<file path="src/rtl/rsp_buff.sv">
// Response buffer: ENT_NUM-deep FIFO filled by ctrl, drained one word per AXI read.
// Define RSP_BUFF_STATUS_EN to make reads with addr[3:2]==2'b01 return the fill count.
module rsp_buff #(
    parameter int unsigned DATA_WIDTH = 32,
    parameter int unsigned ADDR_WIDTH = 32,
    parameter int unsigned ENT_NUM    = 4,
    parameter logic [1:0]  RSP_REGION = 2'b01,
    parameter int unsigned WAIT_MAX   = 255
) (
    input  logic                  clk,
    input  logic                  rst,
    input  logic                  ctrl_rsp_buff_vld,
    input  logic [DATA_WIDTH-1:0] ctrl_rsp_buff_data,
    output logic                  rsp_buff_ctrl_rdy,
    input  logic                  axi_rd_vld,
    input  logic [ADDR_WIDTH-1:0] axi_rd_addr,
    input  logic [1:0]            axi_rd_region,
    output logic                  axi_rd_busy,
    output logic                  axi_rd_done,
    output logic [DATA_WIDTH-1:0] axi_rd_data,
    output logic                  axi_rd_err
);

    localparam int unsigned PTR_W = (ENT_NUM > 1) ? $clog2(ENT_NUM) : 1;
    localparam int unsigned CNT_W = $clog2(ENT_NUM + 1);
    localparam int unsigned TMR_W = (WAIT_MAX > 0) ? $clog2(WAIT_MAX + 1) : 1;

    localparam logic [PTR_W-1:0] PTR_LAST = PTR_W'(ENT_NUM - 1);
    localparam logic [CNT_W-1:0] CNT_FULL = CNT_W'(ENT_NUM);
    localparam logic [TMR_W-1:0] TMR_LAST = TMR_W'(WAIT_MAX);

    typedef enum logic [1:0] {
        StIdle,
        StWait,
        StResp
    } state_e;

    state_e                  state_q, state_d;
    logic [TMR_W-1:0]        timer_q, timer_d;
    logic [PTR_W-1:0]        wr_ptr_q, wr_ptr_d;
    logic [PTR_W-1:0]        rd_ptr_q, rd_ptr_d;
    logic [CNT_W-1:0]        count_q, count_d;
    logic [DATA_WIDTH-1:0]   data_q, data_d;
    logic                    err_q, err_d;
    logic                    done_q, done_d;
    logic [DATA_WIDTH-1:0]   mem_q [ENT_NUM];

    logic push;
    logic pop;
    logic not_full;
    logic not_empty;
    logic rd_qual;
    logic is_status;
    logic unused_addr;

    assign not_full  = (count_q != CNT_FULL);
    assign not_empty = (count_q != '0);
    assign push      = ctrl_rsp_buff_vld & not_full;
    assign rd_qual   = axi_rd_vld & (axi_rd_region == RSP_REGION) & (state_q == StIdle);

    // Only addr[3:2] matters, and only with the status feature built in.
    assign unused_addr = ^axi_rd_addr;

`ifdef RSP_BUFF_STATUS_EN
    assign is_status = (axi_rd_addr[3:2] == 2'b01);
`else
    assign is_status = 1'b0;
`endif

    // Read FSM; pop is asserted in the cycle the head entry is latched.
    always_comb begin
        state_d = state_q;
        timer_d = timer_q;
        data_d  = data_q;
        err_d   = err_q;
        done_d  = 1'b0;
        pop     = 1'b0;
        case (state_q)
            StIdle: begin
                if (rd_qual) begin
                    if (is_status) begin
                        data_d  = DATA_WIDTH'(count_q);
                        err_d   = 1'b0;
                        state_d = StResp;
                    end else if (not_empty) begin
                        pop     = 1'b1;
                        data_d  = mem_q[rd_ptr_q];
                        err_d   = 1'b0;
                        state_d = StResp;
                    end else begin
                        timer_d = '0;
                        state_d = StWait;
                    end
                end
            end
            StWait: begin
                if (not_empty) begin
                    pop     = 1'b1;
                    data_d  = mem_q[rd_ptr_q];
                    err_d   = 1'b0;
                    state_d = StResp;
                end else if (timer_q == TMR_LAST) begin
                    data_d  = '0;
                    err_d   = 1'b1;
                    state_d = StResp;
                end else begin
                    timer_d = timer_q + TMR_W'(1);
                end
            end
            StResp: begin
                done_d  = 1'b1;
                state_d = StIdle;
            end
            default: begin
                state_d = StIdle;
            end
        endcase
    end

    always_comb begin
        wr_ptr_d = wr_ptr_q;
        rd_ptr_d = rd_ptr_q;
        count_d  = count_q;
        if (push) begin
            wr_ptr_d = (wr_ptr_q == PTR_LAST) ? '0 : wr_ptr_q + PTR_W'(1);
        end
        if (pop) begin
            rd_ptr_d = (rd_ptr_q == PTR_LAST) ? '0 : rd_ptr_q + PTR_W'(1);
        end
        case ({push, pop})
            2'b10:   count_d = count_q + CNT_W'(1);
            2'b01:   count_d = count_q - CNT_W'(1);
            default: count_d = count_q;
        endcase
    end

    always_ff @(posedge clk) begin
        if (rst) begin
            state_q  <= StIdle;
            timer_q  <= '0;
            wr_ptr_q <= '0;
            rd_ptr_q <= '0;
            count_q  <= '0;
            data_q   <= '0;
            err_q    <= 1'b0;
            done_q   <= 1'b0;
        end else begin
            state_q  <= state_d;
            timer_q  <= timer_d;
            wr_ptr_q <= wr_ptr_d;
            rd_ptr_q <= rd_ptr_d;
            count_q  <= count_d;
            data_q   <= data_d;
            err_q    <= err_d;
            done_q   <= done_d;
        end
    end

    // Storage needs no reset: pointers and count define which entries are live.
    always_ff @(posedge clk) begin
        if (push) begin
            mem_q[wr_ptr_q] <= ctrl_rsp_buff_data;
        end
    end

    assign rsp_buff_ctrl_rdy = not_full;
    assign axi_rd_busy       = (state_q != StIdle);
    assign axi_rd_done       = done_q;
    assign axi_rd_data       = data_q;
    assign axi_rd_err        = err_q;

endmodule
</file>
<file path="config.mk">
export PLATFORM = sky130hd
export DESIGN_NAME = rsp_buff
export DESIGN_NICKNAME = d
export VERILOG_FILES = /design/src/rtl/rsp_buff.sv
export SDC_FILE = /design/constraint.sdc
export NUM_CORES = 1
export LEC_CHECK = 0
export BUFFER_PORTS_ARGS = -buffer_cell sky130_fd_sc_hd__buf_2
export CAP_MARGIN = 15
export CORE_MARGIN = 8
export CORE_UTILIZATION = 50
export CTS_BUF_LIST = sky130_fd_sc_hd__clkbuf_4 sky130_fd_sc_hd__clkbuf_8
export CTS_CLUSTER_SIZE = 20
export DETAILED_ROUTE_END_ITERATION = 6
export GPL_TIMING_DRIVEN = 1
export PLACE_DENSITY = 0.72
export SYNTH_ARGS = -nofsm -noshare
export SYNTH_HDL_FRONTEND = slang
export SYNTH_SLANG_ARGS = --single-unit
</file>
<file path="constraint.sdc">
create_clock -name clk -period 6.1 [get_ports clk]
set_input_delay 0.915 -clock clk [delete_from_list [all_inputs] [get_ports clk]]
set_output_delay 0.915 -clock clk [all_outputs]
set_load 0.005 [all_outputs]
</file>
==> results of run 1 <==
-- critical path, cell delays in order --
cell and delay, ns:
buf_2 0.10, nand3b_4 0.18, a211oi_2 0.48, ha_1 0.27, inv_1 0.06, fa_1 0.37
xor2_1 0.15, or3_1 0.30, a21oi_1 0.15
-- layout make-up --
| type | count | area, um2 |
|---|---|---|
| Clock buffer | 21 | 264 |
| Clock inverter | 11 | 62.6 |
| Fill cell | 1017 | 5600 |
| Inverter | 11 | 41.3 |
| Multi-Input combinational cell | 154 | 1720 |
| Sequential cell | 181 | 4910 |
| Tap cell | 176 | 220 |
| Timing Repair Buffer | 75 | 380 |
-- power by group through the flow --
stage | sequential, W | clock (W) | combinational [W]
2_1_floorplan | 0.00144 | 0 | 0.000162
3_3_place_gp | 0.00144 | 0 | 0.000230
3_5_place_dp | 0.00145 | 0 | 0.000236
4_1_cts | 0.00142 | 0.000696 | 0.000237
5_1_grt | 0.00143 | 0.000740 | 0.000256
6_report | 0.00142 | 0.000678 | 0.000231
-- cells in the mapped netlist, types with 3 or more instances --
master,number
edfxtp_1,128
dfxtp_1,53
mux4_2,32
a22o_1,31
inv_1,10
nor2_1,10
buf_2,8
a21oi_1,7
ha_1,7
nand2_1,6
clkbuf_1,5
nand3_1,5
and3_1,4
buf_6,3
nor3_1,3
o21ai_0,3
-- state kept, by name, summed over array words and instances (netlist names), named ones only --
name	count
rd_ptr_q	2
mem_q	128
axi_rd_err	1
timer_q	8
state_q	2
count_q	3
axi_rd_data	32
axi_rd_done	1
wr_ptr_q	2
-- how the worst max path moves through the flow --
stage	startpoint	to	slack, ns	cells past startpoint
floorplan	axi_rd_region[1]	count_q[2]	3.37	8
global placement	axi_rd_region[1]	count_q[2]	3.12	9
detailed placement	axi_rd_region[1]	count_q[2]	3.01	9
CTS	axi_rd_region[1]	count_q[2]	3.48	9
global route	axi_rd_region[1]	count_q[2]	3.39	9
finish	axi_rd_region[1]	count_q[2]	3.47	9
-- metrics by stage --
stage	total power, W	util [%]	cell area, um2	hold WS (ns)	cells
final	0.00233	57.6	7590	0.474	629
after global routing	0.00242	57.6	7590	0.501	629
after CTS	0.00235	57.6	7590	0.481	629
after detailed placement	0.00168	55.1	7270	0.460	597
after global placement	0.00167	55.1	7270	0.456	597
after floorplan	0.00160	-	6750	0.466	362
-- layer usage --
metal  track usage, %  vias up
li1                 -     1621
met1             16.8     1729
met2             23.3       72
met3             5.14       10
met4             4.47        4
met5                0        -
-- cell families after synthesis --
group	count (synthesis)	share of synthesized area, %
flops	181	72.7
compound gates	63	7.92
simple gates	46	4.38
mux	35	11.1
buf+inv	27	1.98
fa+ha+maj	8	1.60
xor+xnor	2	0.260
==> run summary, run 1 <==
Status: completed
Combinational power share: 9.9%
Leading cell types in the layout, fill and taps excluded: 128 x edfxtp_1, 73 x buf_2, 51 x dfxtp_1
Clk pwr share: 29.1%
Post-synth EDFFs: 128
Final ANT Viol Nets: 0
Crit-path max FO: 4
Area growth syn-to-layout: 12.6%
R2R Path End: count_q[2]
Max Slew Vio Count: 0
Relative slew slack: 29.3%
Highest Clock Rate: 381 MHz
H-tree levels: 4
Hold EP: axi_rd_data[31]
Synthesis-stage register bit count: 181
Final Hold Fails: 0
Gr usage total: 14.1%
Die width: 132 um
Grt ovf: 0
Metal-1 WL: 5.23 mm
Worst setup EP type: flip-flop
Io pins: 106
CTS root buffer: clkbuf_8
Maximum vdd ir drop: 0.000146 V
Ys Warns: 0
Latest clock arrival within the worst-skew pair: 0.43 ns
Clock Pin Slew Worst Setup and Hold Paths: 0.08 ns
Final min period: 2.63 ns
DR WL/cell: 19.1 um
Reg power frac: 60.9%
Vias/cell: 5.46
Synth top area share: 57.0%
Fin worst setup slack: 3.47 ns
Yosys cell types: 55
Commonest non-fill, non-tap cell in the layout: edfxtp_1
CTS Buffer Depth: 2
Post-CTS Setup Inserts: 0
WHS Path Cells: 1
DRC violations left: 0
Port Buffers: 73
Int Power: 0.00179 W
Diodes inserted: 0
Critical path class: in -> reg
First-pass GRT wire length: 18.9 mm
Switch share: 23.2%
Post-synthesis instance area: 6750 um2
# nets final: 518
HP Class: reg -> reg
TritonCTS Buffers: 17
Yosys top cell by area: edfxtp_1
Share of the clock period used by the worst path: 43.0%
DR pass1 iterations: 4
Die ar.: 17500 um2
Final setup vio count: 0
Syn_nets: 440
Cells after Synth: 362
PwrDens: 306 nW/um2
Row cnt: 42
Syn Area/Cell: 18.6 um2
Met2 wire len: 6.11 mm
Max layer used: met5
Sum Neg Setup Slack: 0 ns
TritonCTS clock tree: done
RSZ-0062 raised after global routing: no
Final WL: 12.0 mm
Max Clock Skew: 0.0110 ns
Starting Density: 51.1%
Post-synth ARST share: 0%
Worst setup SP type: input pin
P_sw: 0.000540 W
R2r setup slk: 3.64 ns
HPWL after DPL: 7.24 mm
Crit Reg-Reg Startpoint: count_q[0]
Vias: 3436
Final RePlAce weighted congestion: 0.718
R2R depth: 8
Hold Crit Start: axi_rd_data[31]
Core area: 13200 um2
Critical Path RT: 6.45 ns
Initial antenna violation count: 2
Top cells by area, synth: edfxtp_1 57%, dfxtp_1 16%, mux4_2 11%, a22o_1 4.0%, ha_1 1.3%
Sequential area share after synthesis: 72.7%
Ys flop type: edfxtp_1
Critical Path AT: 2.98 ns
Pleak: 2.68 nW
Sinks on Clock Net: 181
Setup slack at placement: 3.01 ns
Max-cap violations: 0
Vias in the first global route: 3506
Met3 WL: 540 um
Fraction of layout instances using a drive strength above 1: 35.1%
Hold Buf Count CTS: 0
Largest net degree at the start of global routing: 33
Worst-margin pin slew: 1.06 ns
Die Height: 132 um
Post-cts resize count: 0
DRT iter0 DRCs: 229
No activity file was read; power rests on OpenSTA's default activity.
==> run 2, diff against run 1 <==
--- a/config.mk
+++ b/config.mk
@@ -5,6 +5,7 @@
 export SDC_FILE = /design/constraint.sdc
 export NUM_CORES = 1
 export LEC_CHECK = 0
+export ABC_AREA = 1
 export BUFFER_PORTS_ARGS = -buffer_cell sky130_fd_sc_hd__buf_2
 export CAP_MARGIN = 15
 export CORE_MARGIN = 8
@@ -13,7 +14,7 @@
 export CTS_CLUSTER_SIZE = 20
 export DETAILED_ROUTE_END_ITERATION = 6
 export GPL_TIMING_DRIVEN = 1
-export PLACE_DENSITY = 0.72
+export PLACE_DENSITY = 0.74
 export SYNTH_ARGS = -nofsm -noshare
 export SYNTH_HDL_FRONTEND = slang
 export SYNTH_SLANG_ARGS = --single-unit
==> constraint.sdc (replaced) <==
create_clock -name clk -period 2.4 [get_ports clk]
set_input_delay 0.36 -clock clk [delete_from_list [all_inputs] [get_ports clk]]
set_output_delay 0.36 -clock clk [all_outputs]
set_load 0.005 [all_outputs]
==> run summary, run 2 <==
Top cells by area, synth: edfxtp_1 50%, dfxtp_1 14%, nand2_1 9.8%, nor2_1 6.4%, inv_1 5.7%
PwrDens: 750 nW/um2
Worst setup SP type: flip-flop
Top cell types by occurrence after synthesis: 200 x nand2_1, 131 x nor2_1, 128 x edfxtp_1
Synth top area share: 50.2%
R2R Path End: count_q[2]
Yosys cell types: 24
Tot Pwr: 0.00647 W
Post-CTS Setup Inserts: 0
Die width: 140 um
# nets final: 976
Hold Crit Start: ctrl_rsp_buff_data[1]
Post-layout util: 57.1%
Final WL: 16.0 mm
TritonCTS Buffers: 17
Fin worst setup slack: 0.443 ns
HPWL after DPL: 10.1 mm
Leading cell types in the layout, fill and taps excluded: 200 x nand2_1, 128 x edfxtp_1, 127 x nor2_1
Setup slack at placement: 0.297 ns
Area growth syn-to-layout: 12.7%
Most flops, register: mem_q
Maximum vdd ir drop: 0.000475 V
Row cnt: 45
Status: completed
Max Clock Skew: 0.0109 ns
Latest clock arrival within the worst-skew pair: 0.47 ns
Met2 wire len: 7.93 mm
Cells after Synth: 823
Ys flop type: edfxtp_1
Post-synthesis instance area: 7650 um2
Worst-margin pin slew: 0.811 ns
Critical path class: reg -> reg
Final min period: 1.96 ns
First-pass GRT wire length: 26.1 mm
Sequential area share after synthesis: 64.1%
Metal-1 WL: 6.81 mm
Post-synth ARST share: 0%
Largest register FFs: 128
Synthesis-stage register bit count: 181
Share of the clock period used by the worst path: 81.5%
Clock Pin Slew Worst Setup and Hold Paths: 0.09 ns
Min Hold Slack: 0.104 ns
Critical Path AT: 2.31 ns
DR pass1 iterations: 4
Syn_nets: 901
Final Hold Fails: 0
Largest net degree at the start of global routing: 65
CTS Buffer Depth: 2
Pleak: 3.84 nW
H-tree levels: 4
Hold EP: mem_q[3][1]
Met3 WL: 886 um
Gr usage total: 17.1%
Max Slew Vio Count: 0
Io pins: 106
HP Class: in -> reg
DRC violations left: 0
Max-cap violations: 0
DRT iter0 DRCs: 399
Initial antenna violation count: 1
Crit Reg-Reg Startpoint: count_q[0]
Commonest non-fill, non-tap cell in the layout: nand2_1
Syn Area/Cell: 9.30 um2
TritonCTS clock tree: done
WHS Path Cells: 1
Max layer used: met5
Sinks on Clock Net: 181
Fraction of layout instances using a drive strength above 1: 15.9%
Hold Buf Count CTS: 0
Port Buffers: 73
Final RePlAce weighted congestion: 0.789
Vias: 5380
Post-synth EDFFs: 128
Finished Layout Cells: 1099
Die ar.: 19500 um2
Highest Clock Rate: 511 MHz
Final setup vio count: 0
Grt ovf: 0
Count leader, synth: nand2_1
Post-cts resize count: 0
Critical Path RT: 2.76 ns
Worst setup EP type: flip-flop
Vias/cell: 4.90
Yosys top cell by area: edfxtp_1
RSZ-0062 raised after global routing: no
Crit-path max FO: 4
CTS root buffer: clkbuf_8
Core area: 15100 um2
Ys Warns: 0
DR WL/cell: 14.5 um
Diodes inserted: 0
R2R depth: 11
Relative slew slack: 45.9%
Starting Density: 50.7%
Placed Instances: 1067
R2r setup slk: 0.44 ns
Vias in the first global route: 5236
Final ANT Viol Nets: 0
Die Height: 140 um
## run 2: cell count changes in the layout (fill, tap and decap cells not counted), moves of 29 or more
cell	change
a22o_1	-31
inv_1	+107
mux4_2	-32
nand2_1	+194
nand3_1	+66
nor2_1	+117
o21ai_0	+29
## run 2: area by class of cell
type / instances / area [um2]
Tap cell: 188 / 235
Multi-Input combinational cell: 483 / 2130
Clock buffer: 17 / 234
Timing Repair Buffer: 93 / 528
Fill cell: 1310 / 6470
Inverter: 122 / 458
Clock inverter: 15 / 129
Sequential cell: 181 / 4910
## run 2: logic make-up after synthesis
kind of cell,Yosys count,share of synthesized area [%]
buffers and inverters,159,8.32
flip-flops,181,64.1
AO/OA/AOI/OAI,59,3.89
adder cells (fa/ha/maj),8,1.41
AND/OR/NAND/NOR,415,22.2
XOR/XNOR,1,0.114
## run 2: stage by stage
step,TNS (ns),area [um2]
floorplan,-7.63,7650
global placement,0,8260
detailed placement,0,8260
CTS,0,8620
global route,0,8620
finish,0,8620
## run 2: report_power, final
group          leakage [nW]  internal [W]  switching, W
Clock                 0.179      0.000754       0.00117
Sequential             1.61       0.00355     0.0000714
Combinational          2.05      0.000320      0.000597
## run 2: worst max-delay path, cell delays in order, from the launching register on
cell	delay [ns]
dfxtp_1	0.39
nor2_2	0.07
nand2_2	0.12
nand3_1	0.12
inv_1	0.11
ha_1	0.14
inv_1	0.06
fa_1	0.38
a21oi_1	0.14
o21ai_0	0.11
o21ai_0	0.17
a21oi_1	0.05
## run 2: worst max path at each step
stage                                 from          end  slack, ns  cells after the start
after floorplan                 count_q[0]  mem_q[0][0]      -0.06                      4
after global placement    axi_rd_region[1]   count_q[2]       0.35                     13
after detailed placement  axi_rd_region[1]   count_q[2]       0.30                     13
after CTS                       count_q[0]   count_q[2]       0.42                     11
after global routing            count_q[0]   count_q[2]       0.23                     11
final                           count_q[0]   count_q[2]       0.44                     11
## run 2: layer usage
layer	GRT usage [%]	vias to the layer above
met2	28.9	138
met3	4.31	21
met5	0	-
met1	19.9	2461
li1	-	2758
met4	8.23	2
==> run 3, diff against run 2 <==
--- a/config.mk
+++ b/config.mk
@@ -5,7 +5,7 @@
 export SDC_FILE = /design/constraint.sdc
 export NUM_CORES = 1
 export LEC_CHECK = 0
-export ABC_AREA = 1
+export ABC_AREA = 0
 export BUFFER_PORTS_ARGS = -buffer_cell sky130_fd_sc_hd__buf_2
 export CAP_MARGIN = 15
 export CORE_MARGIN = 8
@@ -14,7 +14,7 @@
 export CTS_CLUSTER_SIZE = 20
 export DETAILED_ROUTE_END_ITERATION = 6
 export GPL_TIMING_DRIVEN = 1
-export PLACE_DENSITY = 0.74
+export PLACE_DENSITY = 0.75
 export SYNTH_ARGS = -nofsm -noshare
 export SYNTH_HDL_FRONTEND = slang
 export SYNTH_SLANG_ARGS = --single-unit
==> constraint.sdc (replaced) <==
create_clock -name clk -period 1.7 [get_ports clk]
set_input_delay 0.255 -clock clk [delete_from_list [all_inputs] [get_ports clk]]
set_output_delay 0.255 -clock clk [all_outputs]
set_load 0.005 [all_outputs]
==> run summary, run 3 (same netlist as run 1, synthesis figures left out) <==
Failing checks: negative setup slack
Vias/cell: 5.50
HP Class: in -> reg
Crit Reg-Reg Startpoint: count_q[1]
Max Slew Vio Count: 0
Sinks on Clock Net: 181
Fin worst setup slack: -0.291 ns
Row cnt: 42
Critical Path AT: 2.37 ns
Latest clock arrival within the worst-skew pair: 0.45 ns
WHS Path Cells: 1
Relative slew slack: 71.4%
R2R Path End: count_q[2]
Cells along the critical path: or3b_4, nand2_4, ha_4, inv_2, fa_2, xor2_1, or3_1, a21oi_2
Commonest non-fill, non-tap cell in the layout: edfxtp_1
Diodes inserted: 0
Crit-path max FO: 4
DR pass1 iterations: 4
Worst setup SP type: flip-flop
Vias in the first global route: 4204
Share of the clock period used by the worst path: 117%
Critical Path RT: 2.08 ns
Final setup vio count: 30
Gr usage total: 16.4%
DRT iter0 DRCs: 287
DRC violations left: 0
Starting Density: 51.1%
Placed Instances: 636
CTS root buffer: clkbuf_8
Finished Layout Cells: 707
H-tree levels: 4
Status: complete, but fails checks
Highest Clock Rate: 502 MHz
Pleak: 3.15 nW
Hold EP: mem_q[0][6]
Worst-margin pin slew: 0.429 ns
Post-layout util: 65.7%
Die ar.: 17500 um2
Die width: 132 um
Vias: 3889
CTS Buffer Depth: 2
R2r setup slk: -0.29 ns
TritonCTS clock tree: done
HPWL after DPL: 8.56 mm
Grt ovf: 0
Max Clock Skew: 0.00996 ns
Area growth syn-to-layout: 28.4%
Io pins: 106
# nets final: 596
Fraction of layout instances using a drive strength above 1: 43.1%
Critical path class: reg -> reg
Port Buffers: 73
Final ANT Viol Nets: 0
Slowest cell on crit path: or3b_4
TritonCTS Buffers: 17
DR WL/cell: 19.6 um
Final Hold Fails: 0
R2R depth: 8
Largest register FFs: 128
Leading cell types in the layout, fill and taps excluded: 128 x edfxtp_1, 73 x buf_2, 44 x dfxtp_1
Clock Pin Slew Worst Setup and Hold Paths: 0.09 ns
WP buf/inv: 1
Maximum vdd ir drop: 0.000527 V
First-pass GRT wire length: 22.1 mm
Fillers: 924
Max-cap violations: 0
Final min period: 1.99 ns
Worst path top cell family by delay: simple AND/OR/NAND/NOR gates
Die Height: 132 um
Core area: 13200 um2
Most flops, register: mem_q
RSZ-0062 raised after global routing: yes
Final WL: 13.9 mm
PwrDens: 1040 nW/um2
Hold Crit Start: ctrl_rsp_buff_data[6]
Largest net degree at the start of global routing: 33
CP peak stage delay: 0.41 ns
Worst setup EP type: flip-flop
Final RePlAce weighted congestion: 0.794
Initial antenna violation count: 0
-- run 3: cell count changes in the layout (fill, tap and decap cells not counted), sizes merged, moves of 5 or more --
cell,before,now
a21oi,24,9
a22o,0,32
and3,0,5
buf,93,123
clkinv,2,7
dlygate4sd3,0,28
inv,132,13
mux4,0,32
nand2,204,7
nand3,72,5
nor2,136,10
o21ai,34,3
-- run 3: cell type report --
cell class	instances	area [um2]	area share (%)
Tap cell	176	220	2.54
Inverter	11	41.3	0.477
Multi-Input combinational cell	154	1820	21.0
Sequential cell	181	4920	56.8
Timing Repair Buffer	153	1290	14.9
Clock inverter	15	133	1.53
Clock buffer	17	234	2.70
-- run 3: worst max path at each step --
stage	endpoint	slack, ns	start	depth (start not counted)
after detailed placement	count_q[2]	-0.35	axi_rd_region[1]	9
after global placement	count_q[2]	-0.28	axi_rd_region[1]	9
after global routing	count_q[2]	-0.40	count_q[2]	8
after CTS	count_q[2]	-0.29	count_q[1]	8
after floorplan	count_q[2]	-0.34	count_q[1]	9
final	count_q[2]	-0.29	count_q[1]	8
-- run 3: power breakdown --
group / internal [W] / switching [W]
combinational: 0.000702 / 0.000567
sequential: 0.00497 / 0.000109
clock: 0.00116 / 0.00150
-- run 3: per-stage QoR --
stage	hold slack (ns)	setup WS, ns	setup TNS, ns	total power, W	instance area [um2]
floorplan	0.354	-0.336	-0.538	0.00577	6790
global placement	0.455	-0.277	-0.452	0.00622	7750
detailed placement	0.459	-0.348	-0.814	0.00627	7750
CTS	0.00198	-0.286	-1.48	0.00903	8520
global route	0.000108	-0.399	-5.44	0.00939	8660
finish	0.0307	-0.291	-1.97	0.00901	8660
-- run 3: per-layer routing --
layer	up-vias	track usage, %	wire [um]
li1	1781	-	-
met1	1973	18.5	5610
met2	129	28.2	7310
met3	6	5.53	846
met4	0	6.19	116
met5	-	0	0
-- run 3: repair_timing --
action / 4_1_cts / 5_1_grt
endpoints found under the hold margin: 103 / 5
endpoints found under the setup margin: 38 / 97
cloned: 2 / 2
hold buffers: 26 / 2
resized for setup: 15 / 20
pin swaps: 6 / 26
setup buffers: 4 / 6
